$ cat config.mk
export PLATFORM = sky130hd
export DESIGN_NAME = nr_boot_sequencer
export DESIGN_NICKNAME = d
export VERILOG_FILES = /design/src/rtl/nr_boot_sequencer.sv
export SDC_FILE = /design/constraint.sdc
export NUM_CORES = 1
export LEC_CHECK = 0
export BUFFER_PORTS_ARGS = -buffer_cell sky130_fd_sc_hd__buf_2
export CORE_ASPECT_RATIO = 0.6
export CORE_UTILIZATION = 46
export DETAILED_ROUTE_END_ITERATION = 6
export GPL_ROUTABILITY_DRIVEN = 0
export HOLD_SLACK_MARGIN = 0.1
export PLACE_DENSITY = 0.71
export SETUP_SLACK_MARGIN = 0.05
export SLEW_MARGIN = 30
export SYNTH_ARGS = -nofsm -noshare
export SYNTH_HDL_FRONTEND = slang
export SYNTH_SLANG_ARGS = --single-unit
$ cat constraint.sdc
create_clock -name clk -period 3.6 [get_ports clk]
set_input_delay 0 -clock clk [delete_from_list [all_inputs] [get_ports clk]]
set_output_delay 0 -clock clk [all_outputs]
set_load 0.02 [all_outputs]
$ cat src/rtl/nr_boot_sequencer.sv
// nr_boot_sequencer
//   Loads a program image into the nanoRisk core from a byte stream, then
//   releases the core from reset and counts its run cycles until it halts.
//   Stream format: ni, nd, ni instruction bytes, nd data bytes.
// Ports:
//   clk, reset        rising-edge clock, async active-low reset
//   start             one-cycle pulse, begins a load from IDLE or HALTED
//   in_data/in_valid  stream byte and its valid flag
//   in_ready          sequencer accepts a byte this cycle
//   im_wr_*           instruction memory write port (registered strobe)
//   dm_wr_*           data memory write port (registered strobe)
//   cpu_reset         active-high reset to the core
//   cpu_halted        core has executed halt (level)
//   busy, done        status: busy outside IDLE/HALTED, done in HALTED
//   run_cycles        saturating count of cycles spent in RUN
module nr_boot_sequencer #(
  parameter int ADDR_W = 8,
  parameter int DATA_W = 8,
  parameter int CNT_W  = 16
) (
  input  logic              clk,
  input  logic              reset,
  input  logic              start,
  input  logic [DATA_W-1:0] in_data,
  input  logic              in_valid,
  output logic              in_ready,
  output logic              im_wr_en,
  output logic [ADDR_W-1:0] im_wr_addr,
  output logic [DATA_W-1:0] im_wr_data,
  output logic              dm_wr_en,
  output logic [ADDR_W-1:0] dm_wr_addr,
  output logic [DATA_W-1:0] dm_wr_data,
  output logic              cpu_reset,
  input  logic              cpu_halted,
  output logic              busy,
  output logic              done,
  output logic [CNT_W-1:0]  run_cycles
);

  typedef enum logic [2:0] {
    ST_IDLE    = 3'd0,
    ST_HDR_I   = 3'd1,
    ST_HDR_D   = 3'd2,
    ST_LOAD_I  = 3'd3,
    ST_LOAD_D  = 3'd4,
    ST_RELEASE = 3'd5,
    ST_RUN     = 3'd6,
    ST_HALTED  = 3'd7
  } state_e;

  state_e              state_q, state_d;
  logic [ADDR_W-1:0]   cnt_q, cnt_d;
  logic [ADDR_W-1:0]   ni_q, ni_d;
  logic [ADDR_W-1:0]   nd_q, nd_d;
  logic                im_wr_en_q, im_wr_en_d;
  logic [ADDR_W-1:0]   im_wr_addr_q, im_wr_addr_d;
  logic [DATA_W-1:0]   im_wr_data_q, im_wr_data_d;
  logic                dm_wr_en_q, dm_wr_en_d;
  logic [ADDR_W-1:0]   dm_wr_addr_q, dm_wr_addr_d;
  logic [DATA_W-1:0]   dm_wr_data_q, dm_wr_data_d;
  logic [CNT_W-1:0]    run_cycles_q, run_cycles_d;
  logic                accept_s;

  // Status decodes come straight from the state register, so they are glitch-free.
  assign in_ready  = (state_q == ST_HDR_I) || (state_q == ST_HDR_D) ||
                     (state_q == ST_LOAD_I) || (state_q == ST_LOAD_D);
  assign cpu_reset = (state_q != ST_RUN);
  assign busy      = (state_q != ST_IDLE) && (state_q != ST_HALTED);
  assign done      = (state_q == ST_HALTED);
  assign accept_s  = in_valid && in_ready;

  assign im_wr_en   = im_wr_en_q;
  assign im_wr_addr = im_wr_addr_q;
  assign im_wr_data = im_wr_data_q;
  assign dm_wr_en   = dm_wr_en_q;
  assign dm_wr_addr = dm_wr_addr_q;
  assign dm_wr_data = dm_wr_data_q;
  assign run_cycles = run_cycles_q;

  // Next-state, byte counter, write-port and run-counter logic.
  always_comb begin
    state_d      = state_q;
    cnt_d        = cnt_q;
    ni_d         = ni_q;
    nd_d         = nd_q;
    im_wr_en_d   = 1'b0;
    im_wr_addr_d = im_wr_addr_q;
    im_wr_data_d = im_wr_data_q;
    dm_wr_en_d   = 1'b0;
    dm_wr_addr_d = dm_wr_addr_q;
    dm_wr_data_d = dm_wr_data_q;
    run_cycles_d = run_cycles_q;
    case (state_q)
      ST_IDLE, ST_HALTED: begin
        if (start) begin
          state_d      = ST_HDR_I;
          cnt_d        = {ADDR_W{1'b0}};
          run_cycles_d = {CNT_W{1'b0}};
        end else begin
          state_d = state_q;
        end
      end
      ST_HDR_I: begin
        if (accept_s) begin
          ni_d    = ADDR_W'(in_data);
          state_d = ST_HDR_D;
        end else begin
          state_d = state_q;
        end
      end
      ST_HDR_D: begin
        if (accept_s) begin
          nd_d = ADDR_W'(in_data);
          if (ni_q != {ADDR_W{1'b0}}) begin
            state_d = ST_LOAD_I;
          end else if (in_data != {DATA_W{1'b0}}) begin
            state_d = ST_LOAD_D;
          end else begin
            state_d = ST_RELEASE;
          end
        end else begin
          state_d = state_q;
        end
      end
      ST_LOAD_I: begin
        if (accept_s) begin
          im_wr_en_d   = 1'b1;
          im_wr_addr_d = cnt_q;
          im_wr_data_d = in_data;
          // Last instruction byte: the counter restarts for the data section.
          if (cnt_q == (ni_q - ADDR_W'(1))) begin
            cnt_d   = {ADDR_W{1'b0}};
            state_d = (nd_q != {ADDR_W{1'b0}}) ? ST_LOAD_D : ST_RELEASE;
          end else begin
            cnt_d = cnt_q + ADDR_W'(1);
          end
        end else begin
          state_d = state_q;
        end
      end
      ST_LOAD_D: begin
        if (accept_s) begin
          dm_wr_en_d   = 1'b1;
          dm_wr_addr_d = cnt_q;
          dm_wr_data_d = in_data;
          if (cnt_q == (nd_q - ADDR_W'(1))) begin
            cnt_d   = {ADDR_W{1'b0}};
            state_d = ST_RELEASE;
          end else begin
            cnt_d = cnt_q + ADDR_W'(1);
          end
        end else begin
          state_d = state_q;
        end
      end
      ST_RELEASE: begin
        state_d = ST_RUN;
      end
      ST_RUN: begin
        // The halting edge itself is not counted.
        if (cpu_halted) begin
          state_d = ST_HALTED;
        end else if (run_cycles_q != {CNT_W{1'b1}}) begin
          run_cycles_d = run_cycles_q + CNT_W'(1);
        end else begin
          run_cycles_d = run_cycles_q;
        end
      end
      default: begin
        state_d = ST_IDLE;
      end
    endcase
  end

  // State and output registers.
  always_ff @(posedge clk or negedge reset) begin
    if (!reset) begin
      state_q      <= ST_IDLE;
      cnt_q        <= {ADDR_W{1'b0}};
      ni_q         <= {ADDR_W{1'b0}};
      nd_q         <= {ADDR_W{1'b0}};
      im_wr_en_q   <= 1'b0;
      im_wr_addr_q <= {ADDR_W{1'b0}};
      im_wr_data_q <= {DATA_W{1'b0}};
      dm_wr_en_q   <= 1'b0;
      dm_wr_addr_q <= {ADDR_W{1'b0}};
      dm_wr_data_q <= {DATA_W{1'b0}};
      run_cycles_q <= {CNT_W{1'b0}};
    end else begin
      state_q      <= state_d;
      cnt_q        <= cnt_d;
      ni_q         <= ni_d;
      nd_q         <= nd_d;
      im_wr_en_q   <= im_wr_en_d;
      im_wr_addr_q <= im_wr_addr_d;
      im_wr_data_q <= im_wr_data_d;
      dm_wr_en_q   <= dm_wr_en_d;
      dm_wr_addr_q <= dm_wr_addr_d;
      dm_wr_data_q <= dm_wr_data_d;
      run_cycles_q <= run_cycles_d;
    end
  end

endmodule

Word-level counts from Yosys, hierarchy flattened

Cells that the tools add are included.

Add/subtract/negate cells: 4
Eq/ne operators: 22
Multiplexer cells: 25
Reduce and logical (&&, ||, !) cells: 20

Operators by type and width:

| kind                                                 | number |
|---|---|
| two-way mux 16 bit                                   | 3 |
| two-way mux 8 bit                                    | 5 |
| case mux 16 bit (2 select lines)                     | 1 |
| two-way mux 3 bit                                    | 9 |
| case mux 8 bit (3 select lines)                      | 1 |
| nonzero test 8 bit                                   | 3 |
| case mux 3 bit (7 select lines)                      | 1 |
| adder 16 x 1 -> 16 bit (second input constant)       | 1 |
| equality test 8 bit                                  | 2 |
| != test 16 bit (second input constant)               | 1 |
| != test 2 bit (second input constant)                | 8 |
| subtractor 8 x 1 -> 8 bit (second input constant)    | 2 |
| equality test 3 bit (second input constant)          | 4 |
| adder 8 x 1 -> 8 bit (second input constant)         | 1 |
| AND reduction 2 bit                                  | 4 |
| AND reduction 4 bit                                  | 2 |
| AND reduction 8 bit                                  | 1 |
| equality test 3 x 2 -> 1 bit (second input constant) | 2 |
| != test 3 bit (second input constant)                | 2 |
| nonzero test 3 bit                                   | 2 |
| two-way mux 1 bit                                    | 5 |
| != test 2 x 1 -> 1 bit (second input constant)       | 2 |
| equality test 3 x 1 -> 1 bit (second input constant) | 1 |
| zero test 3 bit                                      | 1 |
| 4 further kinds                                      | 7 |

Register bits: 77
Bits of input ports: 13
Word-level logic and storage cells: 82

Depth between registers and ports, before layout

Word-level depth: 7
Depth in mapped cells: 10

Least setup slack after synthesis

No wires, ideal clock.

Kind: flip-flop to flip-flop
From: reg ni_q[2]
To: reg state_q[0]
Setup time: 0.125 ns
Data arrival time: 2.127 ns
Data required time: 3.475 ns
Slack: 1.348 ns
Stages on the path, launching flop included: 9
Path through: dfrtp_1 buf_6 or4_4 nor4_2 a32oi_1 nand2_1 a41oi_4 nor3b_2 mux2_2

Word-level cells in the longest chain between the ends: 4
Elaborated cells between the ends (all ways): 8
Classes of those cells: 1 x add/sub; 2 x eq/ne; 3 x mux; 2 x reduce/logical

RTL lines:

| what                                                                                    | line     | text |
|---|---|---|
| start, declared                                                                         | 53       | `logic [ADDR_W-1:0] ni_q, ni_d;` |
| start signal, assigned                                                                  | 180      | `ni_q <= {ADDR_W{1'b0}};` |
| start signal, assigned                                                                  | 192      | `ni_q <= ni_d;` |
| subtractor 8 x 1 -> 8 bit or nonzero test 8 bit (tied branches)                         | 131, 114 |  |
| equality test 8 bit or two-way mux 3 bit (tied branches)                                | 131, 114 |  |
| != test 2 x 1 -> 1 bit (no source line) or two-way mux 3 bit (tied branches)            | -        |  |
| AND reduction 8 bit (no source line) or case mux 3 bit (7 select lines) (tied branches) | -        |  |
| end signal, assigned                                                                    | 190      | `state_q <= state_d;` |
| end, declared                                                                           | 51       | `state_e state_q, state_d;` |

Parallel ways exist; a longest one is shown, timed or not. The select of a mux whose other input is x is not followed.
A chain may end at the register's enable or synchronous reset.

Final worst setup path

From: reg ni_q[0]
To: reg state_q[0]

The elaborated chain is that of the path after synthesis.

==> flow_metrics.env <==
export IMPL_vias=3129
export IMPL_die_h_um=74.2
export IMPL_dieArea_um2=9070
export IMPL_status="complete, no violations"
export IMPL_drive_gt1_share_pct=30.1
export IMPL_coreArea_um2=8130
export IMPL_relSlewSlack_pct=39.9
export IMPL_max_cap_violations=0
export IMPL_postSynthNetCount=400
export IMPL_avgViaCountPerCell=5.53
export IMPL_grt_start_max_net_pins=78
export IMPL_final_seq_area_um2=1930
export IMPL_grt_pass1_wl_um=15600
export IMPL_hold_path_class="in2reg"
export IMPL_clock_root_buffer="clkbuf_16"
export IMPL_num_antenna_cells=0
export IMPL_worstSetupEndpointType="flip-flop"
export IMPL_dr_first_iter_drc_count=253
export IMPL_crit_fanout=10
export IMPL_start_util_pct=49.1
export IMPL_drc=0
export IMPL_rows=25
export IMPL_synth_seq_cells=77
export IMPL_h_tree_depth=3
export IMPL_fillers=726
export IMPL_synthArstFlopShare_pct=100
export IMPL_clk_pin_slew_ns=0.06
export IMPL_cp_start_kind="flip-flop"
export IMPL_worstMarginPinSlew_ns=0.898
export IMPL_wire_per_inst_um=17.1
export IMPL_syn_area_um2=3990
export IMPL_portBuffers=66
export IMPL_grt_pass1_vias=3005
export IMPL_synth_ff_type="dfrtp_1"
export IMPL_synth_edff_count=0
export IMPL_critical_path_required_ns=3.83
export IMPL_setup_tns_ns=0
export IMPL_dr_pass1_iters=4
export IMPL_grt_antenna_before_repair=0
export IMPL_ys_warn_count=0
export IMPL_ioPinCount=67
export IMPL_final_antenna_net_count=0
export IMPL_syn_area_per_cell_um2=10.4
export IMPL_cts_resized=0
export IMPL_syn_inst=382
export IMPL_multiInputGateArea_um2=1930
export IMPL_vdd_drop_max_mv=0.504
export IMPL_powerDensity_nw_per_um2=898
export IMPL_clock_sinks=77
export IMPL_setup_viol=0
export IMPL_rsz0062_at_grt="false"
export IMPL_p_leak_nw=2.25
export IMPL_routed_wl_um=9660
export IMPL_worst_slack_ns=1.05
export IMPL_fin_skew_ns=0.00700
export IMPL_track_usage_pct=23.3
export IMPL_grt_ovfl_total=0
export IMPL_slew_viol_final=0
export IMPL_die_w_um=122
export IMPL_ys_types=46
export IMPL_clock_path_buffers=2
export IMPL_place_ws_ns=1.14
export IMPL_yosysSeqAreaShare_pct=48.3
export IMPL_cp_data_arrival_time_ns=2.77
export IMPL_area_delta_synth_final_pct=21.0
export IMPL_cts_tree="yes"
export IMPL_final_hold_viol_count=0
export IMPL_crit_type="reg2reg"
export IMPL_numCtsBuffers=9
export IMPL_fmax_mhz=393
export IMPL_min_period_ns=2.55
export IMPL_hpwl_um=6700
export IMPL_period_share_pct=70.8
export IMPL_nets=471
export IMPL_clkLatencyLatePin_ns=0.34
==> repair_timing <==
| action | in CTS | in global routing |
|---|---|---|
| hold buffers | 12 | 0 |
| hold endpoints to repair | 111 | 0 |
| buffers inserted | 0 | 0 |
==> flip-flops by register name, summed over array words and instances (netlist names) <==
signal      flops
state_q         3
ni_q            8
im_wr_data      8
run_cycles     16
im_wr_en        1
dm_wr_data      8
im_wr_addr      8
dm_wr_en        1
dm_wr_addr      8
cnt_q           8
nd_q            8
==> per-stage QoR <==
stage / hold slack (ns) / utilization [%] / std cells / total power [mW] / area (um2)
6_report: 0.203 / 59.4 / 566 / 4.34 / 4830
5_1_grt: 0.211 / 59.4 / 566 / 4.60 / 4830
3_5_place_dp: 0.215 / 54.0 / 538 / 3.35 / 4390
2_1_floorplan: -0.296 / - / 382 / 2.84 / 3990
4_1_cts: 0.178 / 59.3 / 566 / 4.36 / 4830
3_3_place_gp: 0.216 / 54.0 / 538 / 3.27 / 4390
==> critical path: stages (launching register included) <==
cell,delay [ns]
dfrtp_1,0.42
inv_1,0.11
ha_1,0.31
xnor2_1,0.13
nor4_1,0.55
a41oi_4,0.29
nor3b_2,0.27
mux2_2,0.36
==> layer usage <==
layer  track usage, %  share of wire (%)
met1             33.6                 48
met5                0                  0
met3             7.52                8.7
met2             32.5                 42
met4             9.08                1.4
==> worst paths after layout <==
check,start,end,slack (ns),depth (start not counted)
min,in_valid,dm_wr_en,0.20,4
min in group asynchronous,reset,run_cycles[3],0.24,2
max in group asynchronous,reset,ni_q[5],2.87,2
min reg2reg,dm_wr_data[2],dm_wr_data[2],0.50,1
max reg2reg,ni_q[0],state_q[0],1.05,7
max,ni_q[0],state_q[0],1.05,7
==> power breakdown <==
part	internal [mW]	switching [mW]	leakage, nW	total (mW)
registers	1.18	0.369	0.989	1.55
logic	0.790	1.04	1.11	1.83
clock network	0.605	0.359	0.145	0.964
==> Yosys cell counts, types with 8 or more instances <==
cell / instances / share of area [%]
a21oi_1: 10 / 1.3
and3_1: 8 / 1.3
clkbuf_1: 15 / 1.4
dfrtp_1: 77 / 48
inv_1: 11 / 1.0
mux2_2: 43 / 12
nand2_1: 41 / 3.9
nand3_1: 14 / 1.8
nor2_1: 23 / 2.2
nor3_1: 9 / 1.1
o211ai_1: 8 / 1.5
o21ai_0: 23 / 2.9
xnor2_1: 16 / 3.5
xor2_1: 18 / 3.9
==> cell families (layout without fill, tap and decap cells) <==
family                     after synthesis  after routing  synth area share [%]
and+or+nand+nor                        129            129                  16.3
muxes                                   44             44                  12.4
buffers and inverters                   32            108                  3.35
DFF                                     77             77                  48.3
adders and majority gates                6              6                  1.82
xor gates and xnor gates                34             34                  7.46
AOI/OAI and AO/OA                       60             60                  10.4
==> area by class of cell <==
cell class / instances / area share (%)
Clock buffer: 10 / 4.74
Inverter: 11 / 0.855
Tap cell: 108 / 2.80
Multi-Input combinational cell: 273 / 40.0
Sequential cell: 77 / 39.9
Clock inverter: 6 / 1.81
Timing Repair Buffer: 81 / 9.92
==> cell usage in the layout, fill, tap and decap left out, types with 2 or more instances in the layout <==
cell	synthesis	final
nor2_1	23	23
mux2_2	43	43
o31ai_1	2	2
or2_2	4	4
a32oi_1	2	2
a21o_1	2	2
a211oi_1	2	2
dfrtp_1	77	77
nand2_1	41	41
dlygate4sd3_1	0	12
nand3_1	14	14
a41oi_4	2	2
nor3b_1	3	3
xnor2_1	16	16
inv_1	11	11
o211ai_1	8	8
a21oi_1	10	10
nor4_1	5	5
bufinv_16	0	2
and2_1	3	3
or3_1	4	4
clkinvlp_4	0	3
ha_1	5	5
buf_4	0	3
xor2_1	18	18
nor4b_1	3	3
nor3_1	9	9
clkbuf_16	0	9
o21ai_0	23	23
nand3b_1	3	3
and3_1	8	8
buf_2	5	65
o22ai_1	2	2
nand2b_1	3	3
Note: power is estimated with default switching activity, not from simulation.
